<file path="config.mk">
export PLATFORM = sky130hd
export DESIGN_NAME = imm_ext_pipe
export DESIGN_NICKNAME = d
export VERILOG_FILES = /design/src/rtl/imm_ext_pipe.sv
export SDC_FILE = /design/constraint.sdc
export NUM_CORES = 1
export LEC_CHECK = 0
export BUFFER_PORTS_ARGS = -buffer_cell sky130_fd_sc_hd__buf_4
export CORE_ASPECT_RATIO = 0.6
export CORE_MARGIN = 2
export CORE_UTILIZATION = 50
export CTS_BUF_LIST = sky130_fd_sc_hd__clkbuf_2 sky130_fd_sc_hd__clkbuf_4 sky130_fd_sc_hd__clkbuf_8
export CTS_CLUSTER_SIZE = 10
export DETAILED_ROUTE_END_ITERATION = 10
export GPL_ROUTABILITY_DRIVEN = 0
export PLACE_DENSITY = 0.71
export SYNTH_ARGS = -nofsm -noshare
export SYNTH_HDL_FRONTEND = slang
export SYNTH_SLANG_ARGS = --single-unit
</file>
<file path="constraint.sdc">
create_clock -name clk -period 4.7 [get_ports clk]
set_input_delay 0.94 -clock clk [delete_from_list [all_inputs] [get_ports clk]]
set_output_delay 0.94 -clock clk [all_outputs]
set_load 0.1 [all_outputs]
</file>
<file path="src/rtl/imm_ext_pipe.sv">
// Registered immediate-extension stage with valid/ready handshake.
// A main output register plus one skid register absorb a cycle of back-pressure without loss.
module imm_ext_pipe #(
    parameter int IN_W    = 16,
    parameter int OUT_W   = 32,
    parameter int SHIFT_B = 2,
    parameter int TAG_W   = 5
) (
    input  logic             clk,
    input  logic             rst,
    input  logic             in_valid,
    output logic             in_ready,
    input  logic [IN_W-1:0]  in_imm,
    input  logic [1:0]       in_mode,
    input  logic [TAG_W-1:0] in_tag,
    output logic             out_valid,
    input  logic             out_ready,
    output logic [OUT_W-1:0] out_data,
    output logic [TAG_W-1:0] out_tag
);

    localparam int EXT_W = OUT_W - IN_W;

    generate
        if (IN_W < 2 || OUT_W < IN_W + SHIFT_B) begin : g_bad_params
            $error("imm_ext_pipe: need IN_W >= 2 and OUT_W >= IN_W + SHIFT_B");
        end
    endgenerate

    function automatic logic [OUT_W-1:0] extend(input logic [IN_W-1:0] imm,
                                                input logic [1:0]      mode);
        logic [OUT_W-1:0] sext;
        sext = OUT_W'($signed(imm));
        case (mode)
            2'b00:   extend = sext;
            2'b01:   extend = OUT_W'(imm);
            2'b10:   extend = OUT_W'(imm) << EXT_W;
            2'b11:   extend = sext << SHIFT_B;
            default: extend = {OUT_W{1'b0}};
        endcase
    endfunction

    logic             skid_valid_r;
    logic [OUT_W-1:0] skid_data_r;
    logic [TAG_W-1:0] skid_tag_r;

    logic [OUT_W-1:0] ext_s;
    logic             accept_s;
    logic             main_free_s;

    // in_ready depends only on stored skid state and reset, never on out_ready.
    assign in_ready = !skid_valid_r && !rst;

    // Extension and transfer qualifiers.
    always_comb begin
        ext_s       = extend(in_imm, in_mode);
        accept_s    = in_valid && in_ready;
        main_free_s = !out_valid || out_ready;
    end

    // Main/skid register update; skid has priority into main to keep FIFO order.
    always_ff @(posedge clk or posedge rst) begin
        if (rst) begin
            out_valid    <= 1'b0;
            out_data     <= {OUT_W{1'b0}};
            out_tag      <= {TAG_W{1'b0}};
            skid_valid_r <= 1'b0;
            skid_data_r  <= {OUT_W{1'b0}};
            skid_tag_r   <= {TAG_W{1'b0}};
        end else if (main_free_s) begin
            if (skid_valid_r) begin
                out_data     <= skid_data_r;
                out_tag      <= skid_tag_r;
                out_valid    <= 1'b1;
                skid_valid_r <= 1'b0;
            end else if (accept_s) begin
                out_data  <= ext_s;
                out_tag   <= in_tag;
                out_valid <= 1'b1;
            end else begin
                out_valid <= 1'b0;
            end
        end else if (accept_s) begin
            // Main is stalled: park the new item until main drains.
            skid_data_r  <= ext_s;
            skid_tag_r   <= in_tag;
            skid_valid_r <= 1'b1;
        end else begin
            skid_valid_r <= skid_valid_r;
        end
    end

endmodule
</file>
==> reports/qor.txt, run 1 <==
Setup Buffers After CTS: 0
Clock transition at the registers of the reported paths: 0.08 ns
R2r endpoint: out_tag[0]$_DFFE_PP0P_
RSZ-0062 raised after global routing: false
Worst Max-Slew Pin Slew: 1.11 ns
Critical path's slowest cell: o21ai_4
Setup violators final: 0
Vias in the first global route: 2966
Pwr dens: 529 nW/um2
Total track usage: 0.237
Post-Synth Simple-Gate Area: 0.0666
Via/cell ratio: 5.79
# port buffers: 65
N_diodes: 0
Initial antenna violation count: 0
Area contributors post-synth: dfrtp_1, mux2_2, o2bb2ai_1
CTS root buf: clkbuf_8
Final Cell Area: 4810 um2
Number of hold buffers added after cts: 0
Synth area leader: dfrtp_1
Gates resized, CTS repair: 0
Die ar.: 9030 um2
GRT Max-Usage Layer: met2
Antenna Nets Post-Route: 0
CP required: 4.95 ns
HP Start: out_data[17]$_DFFE_PP0P_
DRC viols: 0
Largest family of logic cells by synthesized area: compound AO/OA/AOI/OAI gates
EDFF count, synth: 0
Drt total wl: 9.81 mm
WHS Endpoint: out_data[17]$_DFFE_PP0P_
Post-Synth Adder-Cell Area: 0
Max Fanout on Critical Path: 37
Share of cells above drive strength 1: 0.344
Flop-to-flop setup slack: 2.53 ns
Hold path depth: 1
Top-count cell post-synth: dfrtp_1
CTS Sinks: 76
CTS tree: built
Num CTS Buffers: 9
Worst-case reg-to-reg path depth: 3
P_leak: 2.14 nW
Max Slew Vio Count: 0
Placed cells: 505
Clk_lat worst skew: 0.36 ns
Syn_area_per_cell: 11.3 um2
Tcrit/Tclk final: 0.535
M3 GR Usage: 0.0560
Complex-gate fraction of the synthesized area: 0.227
Pwr Total: 0.00254 W
Critical Path End Type: register
Worst min-delay path category: register to register
DRT iter0 DRCs: 299
WP buf/inv: 2
Asr flop ratio synth: 1.00
Status: finished clean
Synth Register Bits: 76
Reg-to-Reg Start: skid_valid_r$_DFFE_PP0P_
Post-synth cell types: 27
Syn_nets: 393
Post-DR wirelength/cell: 18.8 um
Post-route insts no fill: 521
Core Rows: 25
Crit path top cell by count: buf_4
Setup skew after layout: 0.00942 ns
Cell family with most CP delay: compound AO/OA/AOI/OAI gates
Sum Neg Setup Slack: 0 ns
CP cell instances: buf_4 -> nor2b_2 -> buf_4 -> o21ai_4 -> mux2_2
Register area share after synthesis: 0.460
Mux contribution to synthesized area: 0.172
# IOs: 66
Final Hold Vio Count: 0
Grt met2 use: 0.355
Xor and xnor area share after synthesis: 0
Final net count: 435
WS Path Type: input pin to register
Final HPWL DP: 6.18 mm
Final min period: 2.51 ns
Clk buf depth: 2
WP data arrival: 2.76 ns
Core area: 7950 um2
Htree depth: 3
CP peak stage delay: 0.89 ns
Fmax achieved: 398 MHz
DR pass1 iterations: 5
Slew HR: 0.258
Die Ht: 74.4 um
Starting Density: 0.520
GRT met1 Usage: 0.349
CP Depth: 5
Largest net degree at the start of global routing: 68
Post-Syn Area: 4130 um2
Synth Flop Type: dfrtp_1
DP Area: 4570 um2
Post-synth top cells: dfrtp_1, mux2_2, nand2b_1
Grt ovf: 0
Global-route wire length before repair: 16.2 mm
Peak VDD IR: 0.000329 V
Yosys warnings: 0
Setup crit start kind: input pin
Mapped Cells: 366
Layout area overhead: 16.3%
Die X: 121 um
Post-synth top area share: 0.460
Total of max-cap violations: 0
Vias: 3019
Fill cell count: 662
==> placed cells by master, fill, tap and decap left out, types with 12 or more instances in the layout <==
cell,synthesis,layout
a211oi_1,15,15
a21oi_1,15,15
a221oi_1,14,14
a22o_1,14,14
buf_4,6,71
clkbuf_8,0,12
dfrtp_1,76,75
inv_1,19,18
mux2_2,48,48
mux2i_1,17,17
nand2b_1,32,32
o211ai_1,29,29
o2bb2ai_1,29,29
==> layer usage <==
layer,wire length (um),up-vias
met2,4470,76
met3,600,9
met4,99,0
li1,-,1448
met5,0,-
met1,4640,1486
==> sequential cells by signal, summed over array words and instances, names as in the netlist <==
| signal | flops |
|---|---|
| skid_valid_r | 1 |
| skid_data_r | 32 |
| out_tag | 5 |
| out_data | 32 |
| out_valid | 1 |
| skid_tag_r | 5 |
==> where the power goes <==
| group | switching [W] | internal, W | total [W] |
|---|---|---|---|
| sequential | 0.0000944 | 0.000825 | 0.000919 |
| combinational | 0.000747 | 0.000292 | 0.00104 |
| clock | 0.000243 | 0.000341 | 0.000584 |
| total | 0.00108 | 0.00146 | 0.00254 |
==> stage by stage <==
| stage | hold slack, ns | setup slack [ns] | utilization |
|---|---|---|---|
| after floorplan | 0.470 | 1.53 | - |
| after global placement | 0.479 | 1.85 | 0.575 |
| after detailed placement | 0.475 | 1.81 | 0.575 |
| after CTS | 0.499 | 2.20 | 0.605 |
| after global routing | 0.511 | 2.07 | 0.605 |
| final | 0.495 | 2.19 | 0.605 |
==> area by class of cell <==
| class | count | area, um2 | area share |
|---|---|---|---|
| multi-input cells | 230 | 1920 | 0.400 |
| flip-flops and latches | 76 | 1900 | 0.396 |
| repair buffers | 71 | 533 | 0.111 |
| clock buffers | 12 | 165 | 0.0344 |
| well taps | 108 | 135 | 0.0281 |
| inverters | 20 | 75.1 | 0.0156 |
| clock inverters | 4 | 70.1 | 0.0146 |
==> worst max path at each step <==
stage	start	endpoint	slack [ns]
global placement	in_valid	out_tag[4]$_DFFE_PP0P_	1.85
detailed placement	in_valid	out_tag[0]$_DFFE_PP0P_	1.81
global route	in_valid	out_tag[0]$_DFFE_PP0P_	2.07
floorplan	rst	skid_data_r[10]$_DFFE_PP0P_	1.53
CTS	in_valid	out_tag[2]$_DFFE_PP0P_	2.20
finish	in_valid	out_data[0]$_DFFE_PP0P_	2.19
==> kinds of logic after synthesis <==
logic type / after synthesis
compound gates: 120
flops: 76
mux: 65
buf+inv: 60
simple gates: 45
Note: power is estimated with default switching activity, not from simulation.
==> inputs of run 2 (changes only) <==
PLACE_DENSITY = 0.74   (was 0.71)
clock period = 2.27 ns   (was 4.7 ns; I/O delays follow)
==> reports/qor.txt, run 2 (synthesized netlist as in run 1, its figures left out) <==
Status: finished clean
Initial antenna violation count: 0 (unchanged)
Starting Density: 0.520 (unchanged)
DRT iter0 DRCs: 274 (-8.4%)
Final min period: 1.68 ns
Share of cells above drive strength 1: 0.351 (+0.00714)
Via/cell ratio: 5.94 (+2.5%)
Fill cell count: 669 (+1.1%)
P_leak: 2.15 nW (+0.13%)
Peak VDD IR: 0.000683 V (+110%)
Max Slew Vio Count: 0 (unchanged)
Fmax achieved: 597 MHz
Final net count: 438 (+0.69%)
Setup crit start kind: register
DRC viols: 0 (unchanged)
RSZ-0062 raised after global routing: false
Critical path's slowest cell: dfrtp_2
Antenna Nets Post-Route: 0 (unchanged)
Fin worst setup slack: 0.595 ns (-1.59 ns)
Hold WS: 0.227 ns (-0.268 ns)
Gates resized, CTS repair: 0 (unchanged)
Worst Max-Slew Pin Slew: 0.501 ns (-0.607 ns)
Drt total wl: 9.90 mm (+0.94%)
Core area: 7950 um2 (unchanged)
Vias in the first global route: 3126 (+5.4%)
Die ar.: 9030 um2 (unchanged)
# port buffers: 65 (unchanged)
CTS root buf: clkbuf_8
Clk buf depth: 2 (unchanged)
Clock transition at the registers of the reported paths: 0.07 ns (about the same)
Core Rows: 25 (unchanged)
Most common cell after layout, fill and taps aside: dfrtp_1
WS Path Type: register to primary output
Setup Buffers After CTS: 0 (unchanged)
Vias: 3111 (+3.0%)
CTS Sinks: 76 (unchanged)
Setup violators final: 0 (unchanged)
Worst min-delay path category: input pin to asynchronous set/reset pin
Grt ovf: 0 (unchanged)
Dpl ws: 0.571 ns (-1.24 ns)
Setup skew after layout: 0.0103 ns (+0.000919 ns)
WP data arrival: 1.22 ns (-1.54 ns)
Post-DR wirelength/cell: 18.9 um (+0.36%)
Total track usage: 0.243 (+0.00582)
Sum Neg Setup Slack: 0 ns (unchanged)
Number of hold buffers added after cts: 0 (unchanged)
Clk_lat worst skew: 0.35 ns (about the same)
CP required: 1.82 ns (-3.13 ns)
CP cell instances: nor2_2 -> buf_4
DR pass1 iterations: 4 (-1)
Die Ht: 74.4 um (unchanged)
Total of max-cap violations: 0 (unchanged)
Layout area overhead: 16.6%
CP peak stage delay: 0.45 ns (-0.44 ns)
Tcrit/Tclk final: 0.738
Largest net degree at the start of global routing: 77 (+13%)
Slew HR: 0.666 (+0.408)
Largest regs: out_data (32), skid_data_r (32)
Max Fanout on Critical Path: 4 (-89%)
N_diodes: 0 (unchanged)
Critical Path End Type: primary output
Global-route wire length before repair: 16.5 mm (+2.2%)
Htree depth: 3 (unchanged)
# IOs: 66 (unchanged)
CTS tree: built
Pwr dens: 1050 nW/um2 (+99%)
Final HPWL DP: 6.47 mm (+4.7%)
Die X: 121 um (unchanged)
Most frequent cells in the layout: dfrtp_1, buf_4, mux2_2
Final Hold Vio Count: 0 (unchanged)
Num CTS Buffers: 9 (unchanged)
## run 2: changes by cell type in the layout (fill, tap and decap cells not counted), sizes merged
cell and delta:
clkinv -1, clkinvlp +1, bufinv -2, clkbuf +3, inv -1, buf +3
## run 2: final timing paths
path / startpoint / to / slack (ns) / depth (start not counted)
worst max-delay path: skid_valid_r$_DFFE_PP0P_ / in_ready / 0.59 / 2
worst min-delay path: rst / skid_data_r[8]$_DFFE_PP0P_ / 0.23 / 3
worst max register to register: skid_valid_r$_DFFE_PP0P_ / out_tag[3]$_DFFE_PP0P_ / 0.61 / 3
worst min register to register: out_data[5]$_DFFE_PP0P_ / out_data[5]$_DFFE_PP0P_ / 0.49 / 1
max in group asynchronous: rst / skid_data_r[21]$_DFFE_PP0P_ / 1.71 / 3
min in group clk: in_tag[0] / skid_tag_r[0]$_DFFE_PP0P_ / 0.35 / 2
## run 2: layout make-up
| class | instances | area [um2] | share of cell area |
|---|---|---|---|
| multi-input cells | 230 | 1930 | 0.400 |
| clock inverters | 1 | 5.00 | 0.00104 |
| well taps | 108 | 135 | 0.0281 |
| clock buffers | 15 | 188 | 0.0390 |
| repair buffers | 74 | 581 | 0.121 |
| inverters | 20 | 78.8 | 0.0164 |
| flip-flops and latches | 76 | 1900 | 0.395 |
## run 2: report_power, final
part           internal (W)  switching, W  total, W
sequential          0.00171      0.000195   0.00190
combinational      0.000613       0.00156   0.00217
clock              0.000523      0.000468  0.000991
total               0.00284       0.00222   0.00507
## run 2: worst max-delay path: cells and delay by family (launching register included)
kind	cells	cell delay (ns)
AND/OR/NAND/NOR	1	0.13
buffers and inverters	1	0.29
flip-flops	1	0.45
## run 2: routing by layer
layer	part of all wire	track usage	up-vias
met5	0	0	-
met4	0.010	0.0715	0
met3	0.080	0.0736	14
met2	0.44	0.367	120
met1	0.47	0.342	1524
li1	-	-	1453
## run 2: stage by stage
step | cells | cell area [um2] | util | power (W)
floorplan | 366 | 4140 | - | 0.00361
global placement | 508 | 4620 | 0.582 | 0.00405
detailed placement | 508 | 4620 | 0.582 | 0.00410
CTS | 524 | 4820 | 0.606 | 0.00510
global route | 524 | 4820 | 0.606 | 0.00529
finish | 524 | 4820 | 0.606 | 0.00507
==> inputs of run 3 (changes only) <==
clock period = 1.4 ns   (was 2.27 ns; I/O delays follow)
==> reports/qor.txt, run 3 (synthesized netlist as in run 1, its figures left out) <==
Status: complete, but fails checks
Failing checks: negative setup slack
Clk buf depth: 2 (unchanged)
Worst-case reg-to-reg path depth: 5 (+2)
CP peak stage delay: 0.47 ns (+0.02 ns)
RSZ-0062 raised after global routing: true
DR pass1 iterations: 4 (unchanged)
Antenna Nets Post-Route: 0 (unchanged)
Core area: 7950 um2 (unchanged)
Total track usage: 0.251 (+0.00839)
Setup violators final: 22 (+22)
P_leak: 2.32 nW (+8.0%)
Grt ovf: 0 (unchanged)
Via/cell ratio: 5.98 (+0.66%)
Vias in the first global route: 3140 (+0.45%)
DRC viols: 0 (unchanged)
Post-DR wirelength/cell: 19.7 um (+4.3%)
Sum Neg Setup Slack: -0.849 ns (-0.849 ns)
Most common cell after layout, fill and taps aside: buf_4
CP required: 1.65 ns (-0.17 ns)
Clock transition at the registers of the reported paths: 0.08 ns (about the same)
Max Fanout on Critical Path: 14 (+10)
Tcrit/Tclk final: 1.04
Initial antenna violation count: 0 (unchanged)
CTS Sinks: 76 (unchanged)
Layout area overhead: 25.0%
Critical path's slowest cell: dfrtp_2
CTS root buf: clkbuf_8
Global-route wire length before repair: 17.0 mm (+3.1%)
Setup crit start kind: register
Htree depth: 3 (unchanged)
Cell family with most CP delay: flip-flops
CP cell instances: nor2_4 -> nand4b_1 -> buf_6 -> buf_16 -> mux2_2
Layout Utilization: 0.650 (+0.0435)
Num CTS Buffers: 9 (unchanged)
Slew HR: 0.737 (+0.0710)
Max Slew Vio Count: 0 (unchanged)
Fin worst setup slack: -0.0591 ns (-0.654 ns)
N_diodes: 0 (unchanged)
Drt total wl: 10.7 mm (+7.7%)
WP data arrival: 1.71 ns (+0.49 ns)
Die Ht: 74.4 um (unchanged)
Final net count: 456 (+4.1%)
Core Rows: 25 (unchanged)
Largest net degree at the start of global routing: 38 (-51%)
Critical Path End Type: register
Final HPWL DP: 6.90 mm (+6.7%)
Starting Density: 0.520 (unchanged)
Total of max-cap violations: 0 (unchanged)
DRT iter0 DRCs: 253 (-7.7%)
Final min period: 1.46 ns
Hold path depth: 2
Placed cells: 522 (+2.8%)
# IOs: 66 (unchanged)
Worst min-delay path category: input pin to register
Clk_lat worst skew: 0.36 ns (about the same)
Setup skew after layout: 0.00451 ns (-0.00583 ns)
Die X: 121 um (unchanged)
Fmax achieved: 685 MHz
# port buffers: 65 (unchanged)
CTS tree: built
Pwr dens: 1610 nW/um2 (+54%)
Share of cells above drive strength 1: 0.395 (+0.0440)
WS Path Type: register to register
Final Hold Vio Count: 0 (unchanged)
WP buf/inv: 2 (+1)
Die ar.: 9030 um2 (unchanged)
Largest regs: out_data (32), skid_data_r (32)
Vias: 3233 (+3.9%)
CP Depth: 5 (+3)
Most frequent cells in the layout: buf_4, dfrtp_1, mux2_2
Worst Max-Slew Pin Slew: 0.395 ns (-0.106 ns)
Post-route insts no fill: 541 (+3.2%)
Peak VDD IR: 0.00114 V (+67%)
## run 3: cell count changes in the layout (fill, tap and decap cells not counted), sizes merged
cell	previous run	this run
dlygate4sd3	0	1
clkinv	1	2
buf	74	90
clkbuf	15	14
## run 3: metal layers
layer  GRT usage  vias to the layer above  share of wire
li1            -                     1489              -
met1       0.353                     1596           0.45
met2       0.384                      139           0.45
met3      0.0660                        9          0.093
met4      0.0843                        0         0.0082
met5           0                        -              0
## run 3: layout make-up
cell class                 count  area, um2
clock buffer                  13        166
clock inverter                 2       10.0
fill                         622       2780
inverter                      20       78.8
multi-input combinational    230       2010
sequential                    76       1910
tap                          108        135
timing repair buffer          92        853
## run 3: repair_timing
action	4_1_cts	5_1_grt
cloned	0	2
setup buffers	0	1
setup endpoints to repair	6	40
resized for setup	3	15
hold buffers	1	0
endpoints found under the hold margin	19	0
pin swaps	0	1
## run 3: where the power goes
group	switching [W]	leakage (nW)	internal [W]	total (W)
Combinational	0.00257	1.28	0.00111	0.00368
Sequential	0.000315	0.943	0.00277	0.00309
Clock	0.000802	0.0961	0.000766	0.00157
## run 3: final timing paths
kind	start	to	slack, ns
max in group asynchronous	rst	out_data[19]$_DFFE_PP0P_	0.49
min in group asynchronous	rst	out_valid$_DFFE_PP0N_	0.59
max	skid_valid_r$_DFFE_PP0P_	skid_data_r[9]$_DFFE_PP0P_	-0.06
min reg2reg	out_data[5]$_DFFE_PP0P_	out_data[5]$_DFFE_PP0P_	0.49
max reg2reg	skid_valid_r$_DFFE_PP0P_	skid_data_r[9]$_DFFE_PP0P_	-0.06
min	in_tag[4]	skid_tag_r[4]$_DFFE_PP0P_	0.16
## run 3: stage by stage
| step | power (W) | hold slack [ns] | cell area, um2 | setup slack (ns) |
|---|---|---|---|---|
| 2_1_floorplan | 0.00591 | 0.430 | 4200 | -0.359 |
| 3_3_place_gp | 0.00669 | 0.378 | 4860 | -0.0487 |
| 3_5_place_dp | 0.00675 | 0.382 | 4860 | -0.0300 |
| 4_1_cts | 0.00832 | 0.149 | 5060 | -0.0450 |
| 5_1_grt | 0.00868 | 0.159 | 5160 | -0.0651 |
| 6_report | 0.00833 | 0.160 | 5160 | -0.0591 |
